==> src/rtl/fnd_display_ctrl.sv <==
// Binary count to 4-digit multiplexed common-anode FND driver using a sequential double-dabble converter.
// Optional leading-zero blanking is enabled by defining FND_LZB_EN.
module fnd_display_ctrl #(
    parameter int CLK_FREQ = 100_000_000,
    parameter int SCAN_HZ  = 1000,
    parameter int WIDTH    = 14
) (
    input  logic             clk,
    input  logic             rst,
    input  logic [WIDTH-1:0] count_in,
    output logic [3:0]       fnd_com,
    output logic [7:0]       fnd_data,
    output logic [1:0]       dbg_state
);

    localparam int DIV = CLK_FREQ / SCAN_HZ;
    localparam int CW  = $clog2(DIV);
    localparam logic [WIDTH-1:0] MAX_VAL = WIDTH'(9999);

    typedef enum logic [1:0] {
        S_IDLE  = 2'd0,
        S_SHIFT = 2'd1,
        S_DONE  = 2'd2
    } state_t;

    state_t            state, state_nx;
    logic [WIDTH-1:0]  bin_q;
    logic [15:0]       bcd_q;
    logic [15:0]       bcd_adj;
    logic [3:0]        iter_q;
    logic [3:0]        disp_q [0:3];
    logic [CW-1:0]     scan_cnt;
    logic [1:0]        digit_sel;
    logic [1:0]        sel_nx;
    logic              tick;
    logic              blank;

    function automatic logic [7:0] seg_code(input logic [3:0] v);
        case (v)
            4'd0:    seg_code = 8'hC0;
            4'd1:    seg_code = 8'hF9;
            4'd2:    seg_code = 8'hA4;
            4'd3:    seg_code = 8'hB0;
            4'd4:    seg_code = 8'h99;
            4'd5:    seg_code = 8'h92;
            4'd6:    seg_code = 8'h82;
            4'd7:    seg_code = 8'hF8;
            4'd8:    seg_code = 8'h80;
            4'd9:    seg_code = 8'h90;
            default: seg_code = 8'hFF;
        endcase
    endfunction

    always_ff @(posedge clk) begin
        if (!rst) state <= S_IDLE;
        else      state <= state_nx;
    end

    always_comb begin
        state_nx = state;
        case (state)
            S_IDLE:  state_nx = S_SHIFT;
            S_SHIFT: if (iter_q == 4'(WIDTH-1)) state_nx = S_DONE;
            S_DONE:  state_nx = S_IDLE;
            default: state_nx = S_IDLE;
        endcase
    end

    assign dbg_state = state;

    always_comb begin
        bcd_adj = bcd_q;
        for (int i = 0; i < 4; i++) begin
            if (bcd_q[4*i +: 4] >= 4'd5) bcd_adj[4*i +: 4] = bcd_q[4*i +: 4] + 4'd3;
        end
    end

    // Converter datapath; the display registers change only in DONE.
    always_ff @(posedge clk) begin
        if (!rst) begin
            bin_q  <= '0;
            bcd_q  <= '0;
            iter_q <= '0;
            for (int i = 0; i < 4; i++) disp_q[i] <= '0;
        end else begin
            case (state)
                S_IDLE: begin
                    bin_q  <= (count_in > MAX_VAL) ? MAX_VAL : count_in;
                    bcd_q  <= '0;
                    iter_q <= '0;
                end
                S_SHIFT: begin
                    {bcd_q, bin_q} <= {bcd_adj[14:0], bin_q, 1'b0};
                    iter_q         <= iter_q + 4'd1;
                end
                S_DONE: begin
                    for (int i = 0; i < 4; i++) disp_q[i] <= bcd_q[4*i +: 4];
                end
                default: ;
            endcase
        end
    end

    assign tick   = (scan_cnt == CW'(DIV-1));
    assign sel_nx = digit_sel + 2'd1;

    always_comb begin
        blank = 1'b0;
`ifdef FND_LZB_EN
        case (sel_nx)
            2'd3:    blank = (disp_q[3] == 4'd0);
            2'd2:    blank = (disp_q[3] == 4'd0) && (disp_q[2] == 4'd0);
            2'd1:    blank = (disp_q[3] == 4'd0) && (disp_q[2] == 4'd0) && (disp_q[1] == 4'd0);
            default: blank = 1'b0;
        endcase
`else
        blank = 1'b0;
`endif
    end

    // digit_sel resets to 3 so the first tick lands on the ones digit.
    always_ff @(posedge clk) begin
        if (!rst) begin
            scan_cnt  <= '0;
            digit_sel <= 2'd3;
            fnd_com   <= 4'b1111;
            fnd_data  <= 8'hFF;
        end else begin
            scan_cnt <= tick ? '0 : scan_cnt + CW'(1);
            if (tick) begin
                digit_sel <= sel_nx;
                fnd_com   <= ~(4'b0001 << sel_nx);
                fnd_data  <= blank ? 8'hFF : seg_code(disp_q[sel_nx]);
            end
        end
    end

endmodule
==> config.mk <==
export PLATFORM = sky130hd
export DESIGN_NAME = fnd_display_ctrl
export DESIGN_NICKNAME = d
export VERILOG_FILES = /design/src/rtl/fnd_display_ctrl.sv
export SDC_FILE = /design/constraint.sdc
export NUM_CORES = 1
export LEC_CHECK = 0
export ABC_AREA = 1
export CAP_MARGIN = 10
export CORE_ASPECT_RATIO = 1.4
export CORE_MARGIN = 3
export CORE_UTILIZATION = 59
export CTS_CLUSTER_DIAMETER = 30
export CTS_CLUSTER_SIZE = 12
export DETAILED_ROUTE_END_ITERATION = 8
export PLACE_DENSITY_LB_ADDON = 0.1
export SYNTH_ARGS = -nofsm -noshare
export SYNTH_HDL_FRONTEND = slang
export SYNTH_SLANG_ARGS = --single-unit
==> constraint.sdc <==
create_clock -name clk -period 2.8 [get_ports clk]
set_clock_uncertainty 0.05 [all_clocks]
set_input_delay 0.42 -clock clk [delete_from_list [all_inputs] [get_ports clk]]
set_output_delay 0.42 -clock clk [all_outputs]
set_load 0.005 [all_outputs]
==> metrics.md, run 1 <==
| Metric | Value |
|---|---|
| DR DRC count | `0` |
| DRT Pass-1 Iters | `5` |
| Share of cells above drive strength 1 | `under 10%` |
| Vias in the first global route | `between 3k and 4k` |
| Clock sink count | `82` |
| First-pass GRT wire length | `~14 mm` |
| Critical Path AT | `2.36 ns` |
| Top-count cell post-synth | `nand2_1` |
| Max Clk Rate | `464.0 MHz` |
| Die Wd | `a little under 80 µm` |
| Post-CTS sizing | `0` |
| CTS max path bufs | `2` |
| Synthesized flop and latch total | `82` |
| Endpoint class of the critical path | `flip-flop` |
| Post-synth ARST share | `0%` |
| Vias/cell | `between 5 and 6` |
| TNS Setup | `0 ns` |
| Largest net degree at the start of global routing | `32` |
| Area Growth Syn to Fin | `12.96%` |
| Final worst path period share | `76.98%` |
| Die ar. | `8162 µm²` |
| Logic gate share of total power | `5.8%` |
| Final setup fails | `0` |
| H-tree depth | `3` |
| Min Hold Slack | `0.4022 ns` |
| Min Clock Period, post-route | `2.155 ns` |
| Peak supply drop | `0.3435 mV` |
| Drt initial violations | `195` |
| RSZ-0062 raised after global routing | `no` |
| Hold Vio Cnt, Final | `0` |
| Final GP Congestion | `0.8528` |
| Most used DFF post-synth | `dfxtp_1` |
| Clock transition at the registers of the reported paths | `0.09 ns` |
| Pre-CTS WS | `0.6885 ns` |
| Net count, final | `631` |
| CP max FO | `11` |
| Drt total wl | `8.189 mm` |
| Yosys top cell area share | `31.54%` |
| I/O pin count | `30` |
| Total gr overflow | `0` |
| Commonest cells post-synth | `132 x nand2_1, 75 x inv_1, 72 x nor2_1, 66 x dfxtp_1, 41 x nand3_1` |
| Total GRT Usage | `20.94%` |
| Avg Inst Size Synth | `7.362 µm²` |
| Critical path launch point type | `flip-flop` |
| Max-slew headroom | `between 40 and 50%` |
| Core footprint | `6744 µm²` |
| Max-capacitance violation count | `0` |
| Antenna Nets Post-Route | `0` |
| Initial Utilization | `62.12%` |
| Wire length per cell | `around 12 µm` |
| Hold Path Class | `reg -> reg` |
| Buf+Inv Stages, Crit Path | `4` |
| N_diodes | `0` |
| Synth top area cells | `dfxtp_1 32%, nand2_1 12%, edfxtp_1 11%` |
| Worst Path Required | `about 3 ns` |
| Mapped Cells | `569` |
| Clock power share | `39.9%` |
| Top cell family by delay on the critical path | `simple AND/OR/NAND/NOR gates` |
| I/O Buffers | `28` |
| Status | `completed` |
| Worst path slowest cell | `ha_1` |
| Vias | `~3.6k` |
| Sequential share of power | `a little over half` |
| Post-synthesis sequential area ratio | `43.01%` |
| LEAKAGE | `slightly below 2 nW` |
| TritonCTS clock tree | `built` |
| Fin worst setup slack | `0.6447 ns` |
| Cell Chain, Critical Path | `inv_2, ha_1, inv_1, nand3_1, nand2_1, inv_1, ha_1, nand3b_1, nand3_1, nand3_1, nand2_1, inv_1` |
| Hold-fix buffers, CTS | `0` |
| Distinct cells, synth | `34` |
| Post-CTS setup buffers | `0` |
| Dominant cell type by area after synthesis | `dfxtp_1` |
| Synthesized cell area | `4189 µm²` |
| Tot Pwr | `about 2.3 mW` |
| Worst-Skew Late Latency | `0.35 ns` |
| Post-synth EDFFs | `16` |
| Worst-margin pin slew | `between 0.8 and 0.9 ns` |
| Number of buffers created by CTS | `9` |
| Initial antenna violation count | `0` |
| Pwr/cell area | `481.9 nW/µm²` |
| YS warnings | `0` |
| Syn_nets | `605` |
| WS Path Type | `reg -> reg` |
| Die Y-Extent | `between 100 and 150 µm` |
| NetSw | `about 0.53 mW` |
| Root buffer cell | `clkbuf_8` |
| Int Pwr | `around 1.7 mW` |
| Switching Share | `a little under a quarter` |
| Slowest Stage Delay on Critical Path | `0.41 ns` |
| Max Slew Vio Count | `0` |
| Site Rows | `35` |
| HPWL Detailed | `5.716 mm` |
-- worst paths after layout --
kind | start | endpoint | slack, ns | cells after the start
setup reg to reg | digit_sel[0] | fnd_data[5] | 0.64 | 12
setup / recovery | digit_sel[0] | fnd_data[5] | 0.64 | 12
hold / removal | scan_cnt[0] | scan_cnt[0] | 0.40 | 1
hold reg to reg | scan_cnt[0] | scan_cnt[0] | 0.40 | 1
-- flip-flops by register name, summed over array words and instances, names as in the netlist --
signal     count
dbg_state      2
iter_q         4
fnd_data       7
bin_q         14
scan_cnt      17
disp_q        16
bcd_q         16
fnd_com        4
digit_sel      2
-- layout by cell type, fill, tap and decap left out, types with 3 or more instances in the layout --
cell,netlist,routed
nand2_1,132,132
inv_1,75,75
nor2_1,72,72
dfxtp_1,66,66
nand3_1,41,41
a21oi_1,40,40
clkdlybuf4s50_1,0,28
ha_1,20,20
edfxtp_1,16,16
o21ai_0,15,14
nand4_1,9,9
nor3_1,9,9
xor2_1,9,9
clkbuf_8,0,9
o22ai_1,8,8
nand2_2,7,7
a31oi_1,6,6
inv_2,5,5
buf_4,4,4
nor2_4,3,3
nand3b_1,3,3
-- power by group through the flow --
stage                     Combinational, mW  Sequential [mW]  Clock, mW
final                                 0.132             1.24      0.910
after global routing                  0.151             1.24      0.977
after CTS                             0.132             1.24      0.929
after detailed placement              0.131             1.27          0
after global placement                0.129             1.26          0
after floorplan                      0.0925             1.26          0
-- final cells by class --
| class | count | area (µm²) |
|---|---|---|
| clock buffers | 11 | 152.6 |
| repair buffers | 32 | 310.3 |
| multi-input cells | 389 | 1987 |
| flip-flops and latches | 82 | 1802 |
| inverters | 81 | 304.0 |
| well taps | 92 | 115.1 |
| clock inverters | 5 | 61.31 |
| fillers | 598 | 2012 |
-- metrics by stage --
stage / instances / cell area, µm² / utilization [%]
after global routing: 692 / 4732 / 70.17
after global placement: 676 / 4518 / 66.99
final: 692 / 4732 / 70.17
after floorplan: 569 / 4189 / -
after CTS: 692 / 4732 / 70.17
after detailed placement: 676 / 4518 / 66.99
-- routing by layer --
metal,vias to the layer above,part of all wire (%),routed length [µm],GRT usage [%]
met3,19,2.7,220,3.761
met2,66,51,4157,37.89
met4,0,2.3,185,9.160
met5,-,0,0,0
li1,1882,-,-,-
met1,1636,44,3627,23.70
-- cells by family after synthesis --
family	after synthesis	share of synthesized area, %
buffers and inverters	98	9.558
other	1	0.08952
xor gates and xnor gates	9	1.882
DFF	82	43.01
AOI/OAI and AO/OA	74	9.588
adders and majority gates	20	5.974
and+or+nand+nor	285	29.90
(Power assumes the default switching activity.)
==> inputs of run 2 (changes only) <==
Clock period 2.8 ns to 2.26 ns, I/O delays scaled along.
==> run 2 against run 1 <==
  * Register-to-register slack worse by 0.33 ns
  * Combinational power rose by 26%
  * Sequential share of layout area is 0.30 points lower
  * Die area is the same
  * First-iteration DRC count fell by 0.51%
  * Sequential power is 23% higher
  * Clock-buffer cell count unchanged
  * Power up 26%
  * Critical path type unchanged
  * Largest power group unchanged
==> metrics.md, run 2 (synthesis results as in run 1) <==
| Metric | Value |
|---|---|
| Fillers | `616 (+3.0%)` |
| Top cell family by delay on the critical path | `simple AND/OR/NAND/NOR gates` |
| Cell Chain, Critical Path | `inv_1, ha_2, inv_2, nand3_1, nand2_1, inv_1, ha_1, nand3b_1, nand3_1, nand3_1, nand2_1, inv_1` |
| LEAKAGE | `1.945 nW (+1.2%)` |
| Hold Crit Start | `scan_cnt[0]` |
| Share of cells above drive strength 1 | `7.450% (+0.78 points)` |
| H-tree depth | `3 (unchanged)` |
| Critical path launch point type | `flip-flop` |
| Root buffer cell | `clkbuf_8` |
| Final GP Congestion | `0.8869 (+4.0%)` |
| Peak supply drop | `0.4465 mV (+30%)` |
| Number of flip-flops in the largest register | `17 (unchanged)` |
| Total GRT Usage | `20.90% (-0.035 points)` |
| TNS Setup | `0 ns (unchanged)` |
| Clock transition at the registers of the reported paths | `0.08 ns (about the same)` |
| Hold Path Class | `reg -> reg` |
| Largest net degree at the start of global routing | `33 (+3.1%)` |
| HPWL Detailed | `5.632 mm (-1.5%)` |
| Max Clk Rate | `514.0 MHz (+11%)` |
| Worst-Skew Late Latency | `0.34 ns (about the same)` |
| Hold-fix buffers, CTS | `0 (unchanged)` |
| First-pass GRT wire length | `13.97 mm (-2.4%)` |
| Met3 WL post-DR | `244 µm (+11%)` |
| Drt initial violations | `194 (-0.51%)` |
| Largest registers | `scan_cnt (17), bcd_q (16), disp_q (16)` |
| TritonCTS clock tree | `built` |
| Area Growth Syn to Fin | `13.86%` |
| WS Path Type | `reg -> reg` |
| Final setup fails | `0 (unchanged)` |
| Drt total wl | `7.904 mm (-3.5%)` |
| Final worst path period share | `86.08% (+9.1 points)` |
| Status | `completed` |
| Max Slew Vio Count | `0 (unchanged)` |
| RSZ-0062 raised after global routing | `no` |
| Wire length on met2 | `4.137 mm (-0.48%)` |
| Most common cell after layout, fill and taps aside | `nand2_1` |
| Endpoint of the worst hold-timing path | `scan_cnt[0]` |
| Hold Vio Cnt, Final | `0 (unchanged)` |
| I/O Buffers | `28 (unchanged)` |
| Max-capacitance violation count | `0 (unchanged)` |
| Endpoint class of the critical path | `flip-flop` |
| Vias | `3569 (-0.94%)` |
| Pwr/cell area | `600.3 nW/µm² (+25%)` |
| RR Endpoint | `fnd_data[6]` |
| Final instance area | `4770 µm² (+0.79%)` |
| Flop2flop setup slack | `0.31 ns (-0.33 ns)` |
| CP max FO | `6 (-5)` |
| Worst flop-to-flop path startpoint | `digit_sel[1]` |
| Slowest Stage Delay on Critical Path | `0.38 ns (-0.03 ns)` |
| Buf+Inv Stages, Crit Path | `4 (unchanged)` |
| N_diodes | `0 (unchanged)` |
| Dpl cell area | `4548 µm² (+0.66%)` |
| Clock sink count | `82 (unchanged)` |
| Highest routed layer | `met4` |
| Most frequent cells in the layout | `132 x nand2_1, 74 x inv_1, 72 x nor2_1, 66 x dfxtp_1, 41 x nand3_1` |
| Top reg by flops | `scan_cnt` |
| Total gr overflow | `0 (unchanged)` |
| Critical Path AT | `2.15 ns (-0.21 ns)` |
| Worst Path Required | `2.47 ns (-0.54 ns)` |
| Core footprint | `6744 µm² (unchanged)` |
| Worst path slowest cell | `dfxtp_1` |
| Wire length per cell | `11.36 µm (-4.0%)` |
| Die Wd | `77.22 µm (unchanged)` |
| Vias/cell | `5.128 (-1.5%)` |
| CTS max path bufs | `2 (unchanged)` |
| Initial antenna violation count | `0 (unchanged)` |
| Net count, final | `635 (+0.63%)` |
| Critical Path Stages | `12 (unchanged)` |
| Die ar. | `8162 µm² (unchanged)` |
| DRT Pass-1 Iters | `5 (unchanged)` |
| Min Clock Period, post-route | `1.946 ns (-0.2098 ns)` |
| Die Y-Extent | `105.7 µm (unchanged)` |
| Post-route met1 wirelength | `3.451 mm (-4.9%)` |
| Number of buffers created by CTS | `9 (unchanged)` |
| Vias in the first global route | `3353 (-2.1%)` |
| Initial Utilization | `62.12% (unchanged)` |
| R2R depth | `12 (unchanged)` |
| DR DRC count | `0 (unchanged)` |
| I/O pin count | `30 (unchanged)` |
| Site Rows | `35 (unchanged)` |
| Worst Hold Depth | `1 (unchanged)` |
| Antenna Nets Post-Route | `0 (unchanged)` |
run 2: metal layers:
metal	track usage, %	vias to the layer above
met5	0	-
met4	8.142	0
met3	4.701	5
met2	38.01	58
met1	23.32	1630
li1	-	1876
run 2: layout make-up:
class	instances	area (µm²)	share of cell area [%]
multi-input combinational	389	1989	41.71
clock inverter	5	77.57	1.626
inverter	81	304.0	6.375
timing repair buffer	36	340.3	7.135
tap	92	115.1	2.413
clock buffer	11	141.4	2.964
sequential	82	1802	37.78
run 2: per-stage QoR:
step	cells	power [mW]	setup WS (ns)	hold WS (ns)	utilization (%)
4_1_cts	696	2.888	0.1879	0.4136	70.69
2_1_floorplan	569	1.679	0.2666	0.3675	-
5_1_grt	696	2.965	0.06816	0.4413	70.72
6_report	696	2.863	0.3145	0.4051	70.72
3_3_place_gp	680	1.729	0.2766	0.3796	67.44
3_5_place_dp	680	1.733	0.2113	0.3986	67.44
run 2: report_power, final:
| part | switching, mW | total, mW | internal (mW) |
|---|---|---|---|
| clock network | 0.515 | 1.16 | 0.650 |
| registers | 0.0145 | 1.53 | 1.52 |
| logic | 0.0977 | 0.166 | 0.0678 |
run 2: worst register-to-register path, stage by stage (launching register included):
cell	delay, ns
dfxtp_1	0.38
inv_1	0.08
ha_2	0.31
inv_2	0.12
nand3_1	0.08
nand2_1	0.15
inv_1	0.10
ha_1	0.17
nand3b_1	0.17
nand3_1	0.09
nand3_1	0.06
nand2_1	0.07
inv_1	0.03
run 2: worst max-delay path by stage:
stage | startpoint | endpoint | slack, ns
detailed placement | digit_sel[1] | fnd_data[6] | 0.21
floorplan | digit_sel[0] | fnd_data[6] | 0.27
global placement | digit_sel[1] | fnd_data[6] | 0.28
CTS | digit_sel[1] | fnd_data[6] | 0.19
finish | digit_sel[1] | fnd_data[6] | 0.31
global route | digit_sel[1] | fnd_data[5] | 0.07
run 2: repair_timing:
| action | CTS | global route |
|---|---|---|
| buffers inserted | 0 | 0 |
| resized for setup | 0 | 2 |
| endpoints found under the setup margin | 0 | 4 |
